[src/rtl/hazard_scoreboard.sv]
// Pipeline hazard unit: load-use, jump-register and multicycle-unit stalls,
// branch flush priority, and a saturating stall-cycle counter.
module hazard_scoreboard #(
  parameter int LOAD_LAT = 1,
  parameter int JR_LAT   = 1,
  parameter int MUL_LAT  = 4,
  parameter int CNT_W    = 16
) (
  input  logic             clk,
  input  logic             reset,
  input  logic [1:0]       PCSource1,
  input  logic             IsBranch2,
  input  logic [4:0]       Rs1,
  input  logic [4:0]       Rt1,
  input  logic [4:0]       Rt2,
  input  logic [4:0]       RegWrAddr2,
  input  logic             MemRead2,
  input  logic             RegWr2,
  input  logic             MulStart1,
  input  logic             MulStart2,
  input  logic [4:0]       MulRd2,
  output logic             PCWrite,
  output logic [1:0]       Conf1,
  output logic [1:0]       Conf2,
  output logic             MulDone,
  output logic [CNT_W-1:0] StallCount
);

  typedef enum logic {IDLE, HOLD} state_t;

  localparam logic [2:0] LOAD_N = 3'(LOAD_LAT);
  localparam logic [2:0] JR_N   = 3'(JR_LAT);
  localparam logic [3:0] MUL_N  = 4'(MUL_LAT - 1);

  state_t     state;
  logic [2:0] cnt;
  logic       busy;
  logic [3:0] mcnt;
  logic [4:0] mul_rd;

  logic       lu, jh, mh, stall;
  logic [2:0] n_lu, n_jh, n;

  assign lu = MemRead2 && (Rt2 != 5'd0) && ((Rt2 == Rs1) || (Rt2 == Rt1));
  assign jh = (PCSource1 == 2'b10) && RegWr2 && (RegWrAddr2 != 5'd0) && (RegWrAddr2 == Rs1);
  assign mh = busy && (((mul_rd != 5'd0) && ((Rs1 == mul_rd) || (Rt1 == mul_rd))) || MulStart1);
  assign stall = lu || jh || mh || (state == HOLD);

  assign n_lu = lu ? LOAD_N : 3'd0;
  assign n_jh = jh ? JR_N : 3'd0;
  assign n    = (n_lu > n_jh) ? n_lu : n_jh;

  assign MulDone = reset && busy && (mcnt == 4'd0);

  // Outputs follow the current-cycle hazard; a taken branch overrides any stall.
  always_comb begin
    PCWrite = 1'b1;
    Conf1   = 2'b00;
    Conf2   = 2'b00;
    if (reset) begin
      if (IsBranch2) begin
        Conf1 = 2'b10;
        Conf2 = 2'b10;
      end else if (stall) begin
        PCWrite = 1'b0;
        Conf1   = 2'b01;
        Conf2   = 2'b10;
      end
    end
  end

  // The first stall cycle is spent in IDLE, so HOLD covers the remaining N-1.
  always_ff @(posedge clk or negedge reset) begin
    if (!reset) begin
      state <= IDLE;
      cnt   <= 3'd0;
    end else if (IsBranch2) begin
      state <= IDLE;
      cnt   <= 3'd0;
    end else begin
      case (state)
        IDLE: if ((lu || jh) && (n > 3'd1)) begin
          state <= HOLD;
          cnt   <= n - 3'd2;
        end
        HOLD: if (cnt == 3'd0) state <= IDLE;
              else             cnt   <= cnt - 3'd1;
        default: state <= IDLE;
      endcase
    end
  end

  always_ff @(posedge clk or negedge reset) begin
    if (!reset) begin
      busy   <= 1'b0;
      mcnt   <= 4'd0;
      mul_rd <= 5'd0;
    end else if (busy) begin
      if (mcnt == 4'd0) busy <= 1'b0;
      else              mcnt <= mcnt - 4'd1;
    end else if (MulStart2) begin
      busy   <= 1'b1;
      mul_rd <= MulRd2;
      mcnt   <= MUL_N;
    end
  end

  always_ff @(posedge clk or negedge reset) begin
    if (!reset)                             StallCount <= '0;
    else if (!PCWrite && (StallCount != '1)) StallCount <= StallCount + CNT_W'(1);
  end

endmodule

[config.mk]
export PLATFORM = sky130hd
export DESIGN_NAME = hazard_scoreboard
export DESIGN_NICKNAME = d
export VERILOG_FILES = /design/src/rtl/hazard_scoreboard.sv
export SDC_FILE = /design/constraint.sdc
export NUM_CORES = 1
export LEC_CHECK = 0
export ABC_CLOCK_PERIOD_IN_PS = 3900
export BUFFER_PORTS_ARGS = -buffer_cell sky130_fd_sc_hd__buf_2
export CAP_MARGIN = 15
export CORE_UTILIZATION = 40
export CTS_BUF_LIST = sky130_fd_sc_hd__clkbuf_16
export DETAILED_ROUTE_END_ITERATION = 16
export GPL_TIMING_DRIVEN = 0
export PLACE_DENSITY_LB_ADDON = 0.08
export SYNTH_ARGS = -nofsm -noshare
export SYNTH_HDL_FRONTEND = slang
export SYNTH_SLANG_ARGS = --single-unit
[constraint.sdc]
create_clock -name clk -period 3.9 [get_ports clk]
set_input_delay 0.39 -clock clk [delete_from_list [all_inputs] [get_ports clk]]
set_output_delay 0.39 -clock clk [all_outputs]
set_load 0.05 [all_outputs]
==> impl_results.md, run 1 <==
- Number of CTS-inserted buffers: 5
- Synthesized Nets: 223
- DR iter-0 viols: 93
- DP Cell Count: 291
- Worst setup margin: 1.03 ns
- Pre-CTS WS: 1.13 ns
- Layout cells sized above 1: 30.4%
- Final Util: 53.9%
- GRT met2 Usage: 28.8%
- R2r setup slk: 1.71 ns
- H-tree depth: 2
- Clk root buf: clkbuf_16
- Area after DPL: 2160 sq um
- Max Freq: 349 MHz
- Simple-Gate Fraction of Synth Area: 21.0%
- Layout overhead on the synthesized area: 28.8%
- ANT cells: 0
- Largest family of logic cells by synthesized area: simple AND/OR/NAND/NOR gates
- Worst Setup Path Type: reg2out
- Compound-gate portion of the synthesized area: 7.08%
- Core footprint: 4350 sq um
- Fin crit period: 2.87 ns
- WL/cell: 13.1 microns
- Hold_buf cts: 0
- Clk pin slew, worst setup/hold paths: 0.05 ns
- M3 GR Usage: 4.36%
- # rows: 24
- Endpoint class of the critical path: output port
- Worst slew pin tran: 0.744 ns
- Commonest non-fill, non-tap cell in the layout: buf_2
- Syn avg cell area: 9.84 sq um
- Max clock buf depth: 2
- Dpl hpwl: 2.92 mm
- Via density: 5.14
- EDFF count, synth: 0
- Power Density: 625 nW/um^2
- Peak supply drop: 414 uV
- Overall power: 1.47 mW
- Final hold vios: 0
- Die width: 69.5 microns
- Multiplexer share of the synthesized area: 4.74%
- Total wire length: 3.92 mm
- Crit path arrival time: 2.48 ns
- Worst Reg-to-Reg Cells: 7
- Drt drc: 0
- M1 GR Usage: 22.6%
- Slew Viols, Final: 0
- Cts repair resizes: 0
- CTS sink cnt: 30
- #FFs+latches synth: 30
- Via count: 1538
- Post-synthesis sequential area ratio: 41.2%
- Synth Area in Adders: 2.75%
- Hold Path Class: in2async
- DRT Pass-1 Iters: 4
- Total track usage: 17.7%
- Mapped cell area: 1820 sq um
- Unique masters post-synth: 40
- Clk_skew: 0.00448 ns
- Xor/xnor cell area share of the yosys netlist: 19.2%
- Static Leak: 1.14 nW
- Worst-path fanout max: 10
- Most frequent cells in the layout: buf_2 (55), dfrtp_1 (30), xnor2_1 (26)
- I/O pins: 56
- Warning count from the yosys run: 0
- Final instance area: 2340 sq um
- Gr busiest metal: met2
- Vias in the first global route: 1483
- RSZ-0062 raised after global routing: false
- Period utilization: 73.5%
- Starting Density: 41.8%
- Asr flop ratio synth: 100%
- Die H: 69.5 microns
- Largest net degree at the start of global routing: 36
- Initial antenna violation count: 0
- PortBufs: 54
- Cell Count, Final, Fillers Out: 299
- Count of nets after finishing: 284
- Worst hold slack: 0.174 ns
- Mapped Cells: 185
- Max-Cap Viols: 0
- CTS tree: yes
- Detail Route Antenna Nets: 0
- Die area: 4820 sq um
- Clock latency on the worst-skew pair: 0.27 ns
- Slew margin rel.: 50.4%
- Crit path launch type: flip-flop
- Finish-stage setup viols: 0
- Post-CTS Setup Inserts: 0
- Status: complete, no violations
- Top_reg_cell synth: dfrtp_1
- Fin Setup TNS: 0 ns
- WP data required: 3.51 ns
- First-pass GRT wire length: 6.71 mm
- Grt ovf: 0
- Placer Congestion: 0.733
routing by layer:
layer	share of wire (%)	up-vias
li1	-	771
met1	46	718
met2	47	42
met3	5.3	7
met4	1.5	0
met5	0	-
final timing paths:
kind | startpoint | to
worst max-delay path | mul_rd[0] | PCWrite
worst min-delay path | reset | mcnt[3]
worst max register to register | mul_rd[0] | StallCount[11]
worst min register to register | StallCount[4] | StallCount[4]
max in group asynchronous | reset | StallCount[11]
min in group clk | MulRd2[4] | mul_rd[4]
critical path: stages, from the launching register on:
cell,delay (ns)
dfrtp_1,0.42
or3_1,0.38
o311a_1,0.29
a222oi_1,0.34
buf_4,0.24
buf_6,0.15
or2_1,0.12
buf_2,0.26
Yosys cell counts, drive strengths merged (5+ instances only):
cell	n	area [sq um]
dfrtp	30	751
inv	7	26.3
nand3	12	60.1
nor4	9	56.3
mux2	7	86.3
a21oi	5	25.0
nor2	11	41.3
nand2	9	33.8
nor3	6	35.0
xnor2	26	228
xor2	14	123
flip-flops by register name, indices dropped and copies added (netlist names):
register and cells:
StallCount 16, mul_rd 5, mcnt 4, cnt 3, busy 1, state 1
power breakdown:
| group | internal, mW | switching, mW |
|---|---|---|
| clock | 0.363 | 0.136 |
| combinational | 0.207 | 0.278 |
| sequential | 0.389 | 0.0930 |
| total | 0.959 | 0.506 |
cells by family after synthesis:
logic type,Yosys count
compound gates,19
xor+xnor,40
fa+ha+maj,4
buf+inv,14
flops,30
mux,7
other cells,1
simple gates,70
layout make-up:
class / count / area, sq um
clock inverter: 3 / 63.8
sequential: 30 / 751
buffer: 7 / 42.5
inverter: 7 / 26.3
clock buffer: 5 / 125
timing repair buffer: 54 / 270
tap: 52 / 65.1
multi-input combinational: 141 / 1000
fill: 409 / 2010
Note: power is estimated with default switching activity, not from simulation.
==> run 2: changes to the inputs <==
ABC_AREA = 1   (was default)
ABC_CLOCK_PERIOD_IN_PS = 3000   (was 3900)
clock period = 3 ns   (was 3.9 ns; I/O delays follow)
==> impl_results.md, run 2 <==
- Status: finished, violations left
- Failing checks: hold timing
- Max-Cap Viols: 0 (unchanged)
- Crit path arrival time: 2.13 ns (-0.35 ns)
- Hold Path Class: in2async
- Biggest register: StallCount
- Warning count from the yosys run: 0 (unchanged)
- Starting Density: 41.6% (-0.24 points)
- WP data required: 2.70 ns (-0.81 ns)
- Mapped cell area: 2120 sq um (+17%)
- Top_reg_cell synth: dfrtp_1
- Final instance area: 2620 sq um (+12%)
- Overall power: 1.64 mW (+12%)
- Peak supply drop: 547 uV (+32%)
- Slew Viols, Final: 0 (unchanged)
- Area leader, netlist: dfrtp_1
- Number of CTS-inserted buffers: 5 (unchanged)
- Most frequent cells in the layout: nand2_1 (111), buf_2 (53), inv_1 (41)
- Layout cells sized above 1: 20.5% (-9.9 points)
- Worst-path fanout max: 32 (+22)
- Crit path launch type: primary input
- Finish-stage setup viols: 0 (unchanged)
- Dpl hpwl: 3.75 mm (+28%)
- Cell Count, Final, Fillers Out: 446 (+49%)
- Synthesized Nets: 353 (+58%)
- Total track usage: 19.2% (+1.6 points)
- GRT met2 Usage: 33.2% (+4.4 points)
- Clock latency on the worst-skew pair: 0.27 ns (about the same)
- Mapped Cells: 315 (+70%)
- Family with the most delay on the worst path: buffers and inverters
- Buf/Inv on CP: 5 (+2)
- First-pass GRT wire length: 7.98 mm (+19%)
- DRT Pass-1 Iters: 4 (unchanged)
- Total wire length: 4.86 mm (+24%)
- M1 GR Usage: 23.1% (+0.46 points)
- Fillers: 535 (+31%)
- WL/cell: 10.9 microns (-17%)
- Clk root buf: clkbuf_16
- Asr flop ratio synth: 100% (unchanged)
- Worst flop-to-flop path endpoint: StallCount[13]
- DR iter-0 viols: 75 (-19%)
- Reg2reg start: StallCount[0]
- R2r setup slk: 1.08 ns (-0.63 ns)
- Final hold vios: 27 (+27)
- Initial antenna violation count: 0 (unchanged)
- Fin Setup TNS: 0 ns (unchanged)
- Top-count cell post-synth: nand2_1
- Core footprint: 5110 sq um (+17%)
- Power Density: 627 nW/um^2 (+0.30%)
- Fin crit period: 2.43 ns
- Period utilization: 81.0%
- Pre-CTS WS: 0.268 ns (-0.863 ns)
- M3 GR Usage: 4.28% (-0.077 points)
- Die H: 74.9 microns (+7.8%)
- Worst setup margin: 0.569 ns (-0.465 ns)
- Yosys top cell area share: 35.4% (-5.9 points)
- Via count: 2075 (+35%)
- ANT cells: 0 (unchanged)
- Area after DPL: 2480 sq um (+15%)
- Most frequent CP cell: inv_1
- Crit path cell chain: clkbuf_4, inv_1, nor2_2, clkbuf_1, nand2_1, inv_1, buf_2
- Top Registers: StallCount (16), mul_rd (5), mcnt (4)
- Count of nets after finishing: 414 (+46%)
- CP max-delay cell: clkbuf_1
- Gr busiest metal: met2
- Grt ovf: 0 (unchanged)
- Clk pin slew, worst setup/hold paths: 0.05 ns (about the same)
- Detail Route Antenna Nets: 0 (unchanged)
- Vias in the first global route: 1806 (+22%)
- Multi-input logic area: 1170 sq um (+17%)
- Die area: 5600 sq um (+16%)
- Worst Reg-to-Reg Cells: 7 (unchanged)
- Endpoint class of the critical path: output port
- Max clock buf depth: 2 (unchanged)
- Synth cell count leaders: nand2_1 (111), inv_1 (41), nor2_1 (31)
- Static Leak: 1.49 nW (+30%)
- Commonest non-fill, non-tap cell in the layout: nand2_1
- CTS sink cnt: 30 (unchanged)
- Max Freq: 411 MHz
- Die width: 74.9 microns (+7.8%)
- PortBufs: 54 (unchanged)
- #FFs+latches synth: 30 (unchanged)
- Largest net degree at the start of global routing: 33 (-8.3%)
- Sequential Area: 751 sq um (unchanged)
- # rows: 26 (+8.3%)
- Top cells by area, synth: dfrtp_1 (35%), nand2_1 (20%), inv_1 (7.2%), nand4_1 (5.6%), nor2_1 (5.5%)
- Worst hold slack: -0.0118 ns (-0.186 ns)
- CP max stage delay: 0.42 ns (about the same)
- Worst Setup Path Type: in2out
- Drt drc: 0 (unchanged)
- DP Cell Count: 439 (+51%)
- Placer Congestion: 0.847 (+15%)
- CTS tree: yes
- Clk_skew: 0.00577 ns (+0.00128 ns)
- RSZ-0062 raised after global routing: false
- H-tree depth: 2 (unchanged)
- I/O pins: 56 (unchanged)
- Unique masters post-synth: 26 (-35%)
- Max FFs per register: 16 (unchanged)
- Syn avg cell area: 6.74 sq um (-32%)
- EDFF count, synth: 0 (unchanged)
- Layout overhead on the synthesized area: 23.3%
- Via density: 4.65 (-9.6%)
- Post-synthesis sequential area ratio: 35.4% (-5.9 points)
==> run 2: cell count changes in the layout (fill, tap and decap cells not counted), moves of 4 or more <==
cell / change
inv_1: +34
inv_2: +5
mux2_2: -4
nand2_1: +102
nand3_1: +4
nand4_1: +16
nor2_1: +20
nor4_1: -9
xnor2_1: -15
xor2_1: -5
==> run 2: routing by layer <==
layer | vias to the layer above | wire length [microns]
met2 | 45 | 2300
met5 | - | 0
li1 | 1114 | -
met4 | 0 | 85
met1 | 911 | 2250
met3 | 5 | 226
==> run 2: cells by family after synthesis <==
family	count (synthesis)	synth area share [%]
adder cells (fa/ha/maj)	4	2.36
AO/OA/AOI/OAI	18	4.48
buffers and inverters	51	9.72
AND/OR/NAND/NOR	190	39.1
flip-flops	30	35.4
multiplexers	1	0.530
XOR/XNOR	20	8.25
other	1	0.177
==> run 2: final cells by class <==
type	instances	area share (%)
Inverter	46	6.59
Tap cell	70	3.34
Buffer	5	1.29
Clock inverter	2	0.382
Timing Repair Buffer	54	10.4
Clock buffer	5	4.78
Sequential cell	30	28.7
Multi-Input combinational cell	234	44.5
==> run 2: worst max path at each step <==
| stage | startpoint | to | cells after the start |
|---|---|---|---|
| after floorplan | mul_rd[2] | Conf1[0] | 13 |
| after CTS | reset | Conf1[0] | 7 |
| after detailed placement | reset | Conf1[0] | 7 |
| after global routing | reset | Conf1[0] | 7 |
| after global placement | reset | Conf1[0] | 7 |
| final | reset | Conf1[0] | 7 |
==> run 2: stage by stage <==
stage          util (%)  hold WS, ns
2_1_floorplan         -      0.00441
3_3_place_gp       48.6        0.402
3_5_place_dp       48.6        0.398
4_1_cts            51.2        0.103
5_1_grt            51.3       0.0282
6_report           51.3      -0.0118
==> run 2: worst register-to-register path, cell delays in order (launching register included) <==
cell	delay, ns
dfrtp_1	0.40
ha_1	0.24
nand3_1	0.17
nor2_2	0.23
nand4_2	0.24
clkbuf_1	0.30
nand4_1	0.17
nand2_1	0.07
==> run 2: what timing repair did <==
item,CTS,global route
setup buffers,0,0
hold endpoints to repair,0,0
setup endpoints to repair,0,1
hold buffers,0,0
gates resized for setup,0,1
==> run 2: report_power, final <==
group	leakage, nW	internal (mW)	switching [mW]	total (mW)
Clock	0.0694	0.299	0.172	0.470
Sequential	0.390	0.493	0.0792	0.572
Combinational	1.03	0.204	0.396	0.600
